`src/rtl/usb_tx_sequencer.sv`:
```
// USB transmit packet sequencer: serialises SYNC, PID and data bytes LSB-first into the
// bit stuffer, honouring stuffer pauses, then drives EOP and pulses done.
module usb_tx_sequencer #(
  parameter logic [7:0] SYNC_BYTE = 8'h80,
  parameter int         EOP_LEN   = 2
) (
  input  logic       clk,
  input  logic       rst_L,
  input  logic       start,
  input  logic [3:0] pid,
  input  logic       has_data,
  input  logic       byte_valid,
  input  logic [7:0] byte_data,
  input  logic       byte_last,
  output logic       byte_ready,
  input  logic       stuff_pause,
  output logic       stuff_bit,
  output logic       tx_active,
  output logic       eop,
  output logic       done,
  output logic       underrun
);

  typedef enum logic [2:0] {
    IDLE, SYNC, PID, DATA, EOP_WAIT, EOP, DONE
  } state_t;

  state_t     state_q;
  logic [7:0] shreg_q;
  logic [2:0] bit_idx_q;
  logic [2:0] eop_cnt_q;
  logic [3:0] pid_q;
  logic       has_data_q;
  logic       last_f_q;

  logic bit_state;
  logic boundary;

  assign bit_state = (state_q == SYNC) || (state_q == PID) || (state_q == DATA);
  assign boundary  = bit_state && (bit_idx_q == 3'd7) && !stuff_pause;

  // A byte is requested only on the final, non-paused bit of PID or a non-final data byte.
  assign byte_ready = boundary &&
                      (((state_q == PID) && has_data_q) || ((state_q == DATA) && !last_f_q));
  assign underrun   = byte_ready && !byte_valid;

  assign stuff_bit = bit_state && shreg_q[0];
  assign tx_active = bit_state || (state_q == EOP_WAIT) || (state_q == EOP);
  assign eop       = (state_q == EOP);
  assign done      = (state_q == DONE);

  always_ff @(posedge clk) begin
    if (!rst_L) begin
      state_q    <= IDLE;
      shreg_q    <= 8'h00;
      bit_idx_q  <= 3'd0;
      eop_cnt_q  <= 3'd0;
      pid_q      <= 4'h0;
      has_data_q <= 1'b0;
      last_f_q   <= 1'b0;
    end else begin
      case (state_q)
        IDLE: begin
          if (start) begin
            pid_q      <= pid;
            has_data_q <= has_data;
            shreg_q    <= SYNC_BYTE;
            bit_idx_q  <= 3'd0;
            state_q    <= SYNC;
          end
        end
        SYNC, PID, DATA: begin
          if (!stuff_pause) begin
            if (bit_idx_q != 3'd7) begin
              shreg_q   <= shreg_q >> 1;
              bit_idx_q <= bit_idx_q + 3'd1;
            end else begin
              bit_idx_q <= 3'd0;
              if (state_q == SYNC) begin
                shreg_q <= {~pid_q, pid_q};
                state_q <= PID;
              end else if (byte_ready && byte_valid) begin
                shreg_q  <= byte_data;
                last_f_q <= byte_last;
                state_q  <= DATA;
              end else begin
                // End of packet, or a truncated packet when the source underran.
                state_q <= EOP_WAIT;
              end
            end
          end
        end
        EOP_WAIT: begin
          // Let a trailing stuffed zero go out before signalling SE0.
          if (!stuff_pause) begin
            eop_cnt_q <= 3'd0;
            state_q   <= EOP;
          end
        end
        EOP: begin
          if (eop_cnt_q == 3'(EOP_LEN - 1)) begin
            state_q <= DONE;
          end else begin
            eop_cnt_q <= eop_cnt_q + 3'd1;
          end
        end
        DONE: begin
          state_q <= IDLE;
        end
        default: begin
          state_q <= IDLE;
        end
      endcase
    end
  end

endmodule

```
`config.mk`:
```
export PLATFORM = sky130hd
export DESIGN_NAME = usb_tx_sequencer
export DESIGN_NICKNAME = d
export VERILOG_FILES = /design/src/rtl/usb_tx_sequencer.sv
export SDC_FILE = /design/constraint.sdc
export NUM_CORES = 1
export LEC_CHECK = 0
export ABC_CLOCK_PERIOD_IN_PS = 2300
export CORE_MARGIN = 1.5
export CORE_UTILIZATION = 51
export CTS_CLUSTER_DIAMETER = 30
export DETAILED_ROUTE_END_ITERATION = 8
export PLACE_DENSITY = 0.78
export SLEW_MARGIN = 25
export SYNTH_ARGS = -nofsm -noshare
export SYNTH_HDL_FRONTEND = slang
export SYNTH_SLANG_ARGS = --single-unit
```
`constraint.sdc`:
```
create_clock -name clk -period 2.3 [get_ports clk]
set_input_delay 0.23 -clock clk [delete_from_list [all_inputs] [get_ports clk]]
set_output_delay 0.23 -clock clk [all_outputs]
set_load 0.1 [all_outputs]
```
==> summary.txt <==
Clocking
  • CTS-repair resized insts: 0
  • TritonCTS clock tree: done
  • CTS Hold Bufs: 0
  • Clock Tree Buf Depth: 2
  • Clk_lat worst skew: 0.31 ns
  • Number of buffers created by CTS: 3
  • H-tree depth: 1
  • Post CTS Setup Buffer Count: 0
  • CTS sink count: 23
  • Worst-path clk slew: 0.13 ns
  • Clock root buffer: clkbuf_4

Floorplan
  • Die height: 55.0 um
  • Core Rows: 18
  • Core footprint: 2520 um2
  • Starting Density: 54.6%
  • # IOs: 25
  • Die Span X: 55.0 um
  • DIE AREA: 3020 um2

STA
  • FMAX: 0.465 GHz
  • Fin. max-slew vios: 0
  • Max_slew headroom: 63.1%
  • RSZ-0062 raised after global routing: false
  • Slew @ Worst Pin: 0.546 ns
  • Clock Skew: 0.00641 ns
  • Final hold vios: 0
  • Final cycle utilization of the critical path: 93.5%
  • Post-layout min period: 2.15 ns
  • Finish-stage setup viols: 0
  • Setup TNS: 0 ns

Power and ir drop
  • Cell internal pwr: 777 uW
  • Share of power burned in registers: 38.4%
  • Logic pwr share: 47.2%
  • Maximum vdd drop: 0.000619 V
  • Static Leak: 0.644 nW
  • Switching share of power: 40.8%
  • Pwr Density: 756 nW/um2
  • NetSw: 536 uW
  • Clk network pwr share: 14.4%

Synth
  • Post-synthesis sequential area ratio: 33.4%
  • Mapped Cells: 148
  • Syn Nets: 171
  • Yosys warns: 0
  • Distinct cells, synth: 43
  • Share of the synthesized area in the top cell type: 33.4%
  • Ranking of synthesized cells by area: dfxtp_1, mux2i_1, nor2b_1, ha_1, o22ai_1
  • Syn Area/Cell: 9.31 um2
  • Synth area leader: dfxtp_1
  • Post-Syn Area: 1380 um2
  • Synth Register Bits: 23

Worst setup path
  • WP data required: 2.07 ns
  • Arrival time worst endpoint: 1.92 ns
  • Crit end category: primary output
  • Critical path type: reg2out
  • Critical path startpoint category: register
  • Crit-path max FO: 9

Route
  • DRC Markers: 0
  • Routed WL per cell: 14.6 um
  • Via count: 1125
  • Drt pass-1 iters: 4
  • Via density: 5.54
  • DRT iter0 DRCs: 19
  • WL final: 2960 um
  • Post-route ant nets: 0

Run status
  • Outcome: finished, final reports clean

Finish
  • Final Util: 68.9%
  • Layout cells sized above 1: 15.6%
  • Ant diodes: 0
  • Final nets: 197
  • Synthesis-to-finish area growth: 26.2%

Global route
  • Largest net degree at the start of global routing: 14
  • Initial antenna violation count: 0
  • Vias in the first global route: 1072
  • Grt total ovfl: 0
  • First-pass GRT wire length: 4780 um
  • GRT Resource Usage Total: 22.2%

Placed design
  • Port Buf Inserts: 24
  • HPWL after detailed placement: 2300 um
  • Final Wtd Congestion: 0.780

Run
  • Max-Cap Viols: 0

Worst hold path
  • Worst hold-check path type: reg2reg
[placed cells by master, fill, tap and decap left out, types with 5 or more instances in the layout]
cell             instances
nor2_1                   6
o22ai_1                  8
nor2b_1                 13
inv_1                   13
buf_4                    7
nand2_1                  7
nand3_1                  5
mux2i_1                 17
buf_12                   5
dfxtp_1                 23
clkdlybuf4s50_1         18
[path summary, 6_finish.rpt]
kind / startpoint / end / slack [ns] / cells after the start
setup reg to reg: state_q[0] / shreg_q[3] / 0.47 / 5
hold / removal: shreg_q[4] / shreg_q[4] / 0.47 / 2
setup / recovery: state_q[0] / underrun / 0.15 / 5
hold reg to reg: shreg_q[4] / shreg_q[4] / 0.47 / 2
[critical path, stage by stage (launching register included)]
cell     delay [ns]
dfxtp_1        0.54
buf_4          0.25
nor2b_1        0.24
nor2_1         0.11
nor4_2         0.25
buf_12         0.22
[power groups by stage]
| stage | clock, mW | combinational [mW] | sequential, mW |
|---|---|---|---|
| after floorplan | 0 | 0.482 | 0.474 |
| after global placement | 0 | 0.594 | 0.508 |
| after detailed placement | 0 | 0.615 | 0.510 |
| after CTS | 0.193 | 0.621 | 0.503 |
| after global routing | 0.207 | 0.668 | 0.512 |
| final | 0.189 | 0.621 | 0.504 |
[synthesized netlist by cell type]
cell / number
nor4_1: 1
a22o_1: 1
and2b_1: 1
o22ai_1: 8
buf_6: 2
o211ai_2: 1
a31oi_1: 1
dfxtp_1: 23
and2_1: 2
o221ai_1: 1
nand4_1: 1
mux2i_1: 17
o2111ai_1: 1
xor2_1: 2
or2_2: 1
buf_2: 4
o21a_1: 1
o211ai_1: 1
o41ai_1: 1
ha_1: 4
o221a_1: 1
o21ai_0: 1
a21boi_0: 1
nor2_1: 6
o21ba_1: 1
clkbuf_1: 3
nand2_1: 7
mux2_1: 4
nor3_1: 2
a21oi_1: 3
a221o_1: 1
nand3_1: 5
nor2_2: 1
nand3b_1: 1
nor2b_1: 13
nor3_2: 1
nor4b_4: 1
inv_1: 13
a22oi_1: 3
nand2b_1: 3
nor3b_4: 1
a21oi_4: 1
a2bb2oi_4: 1
[flip-flops by register name, summed over array words and instances, names as in the netlist]
| register | flops |
|---|---|
| has_data_q | 1 |
| state_q | 3 |
| shreg_q | 8 |
| bit_idx_q | 3 |
| pid_q | 4 |
| last_f_q | 1 |
| eop_cnt_q | 3 |
[per-layer routing]
layer | track usage, % | vias up | part of all wire [%]
met3 | 3.49 | 4 | 5.9
met2 | 40.3 | 39 | 52
met5 | 0 | - | 0
li1 | - | 573 | -
met1 | 25.7 | 509 | 41
met4 | 8.94 | 0 | 1.0
[metrics by stage]
step                      area (um2)  power (mW)  instances  setup WS, ns  hold WS, ns
after floorplan                 1390       0.956        148        -0.598        0.396
after global placement          1710        1.10        199         0.473        0.449
after detailed placement        1710        1.12        199         0.417        0.450
after CTS                       1740        1.32        203         0.152        0.469
after global routing            1740        1.39        203        0.0568        0.497
final                           1740        1.31        203         0.149        0.468
[logic make-up (layout without fill, tap and decap cells)]
family / after synthesis / after routing / synth area share, %
buffers and inverters: 22 / 47 / 7.45
xor gates and xnor gates: 2 / 2 / 1.27
adders and majority gates: 4 / 4 / 3.63
muxes: 21 / 21 / 15.6
and+or+nand+nor: 47 / 47 / 21.0
AOI/OAI and AO/OA: 29 / 29 / 17.6
DFF: 23 / 23 / 33.4
[area by class of cell]
| class | count | area (um2) |
|---|---|---|
| multi-input cells | 103 | 831 |
| fillers | 219 | 785 |
| flip-flops and latches | 23 | 460 |
| repair buffers | 30 | 333 |
| inverters | 13 | 48.8 |
| well taps | 30 | 37.5 |
| clock buffers | 3 | 22.5 |
| clock inverters | 1 | 5.00 |
No activity file was read; power rests on OpenSTA's default activity.
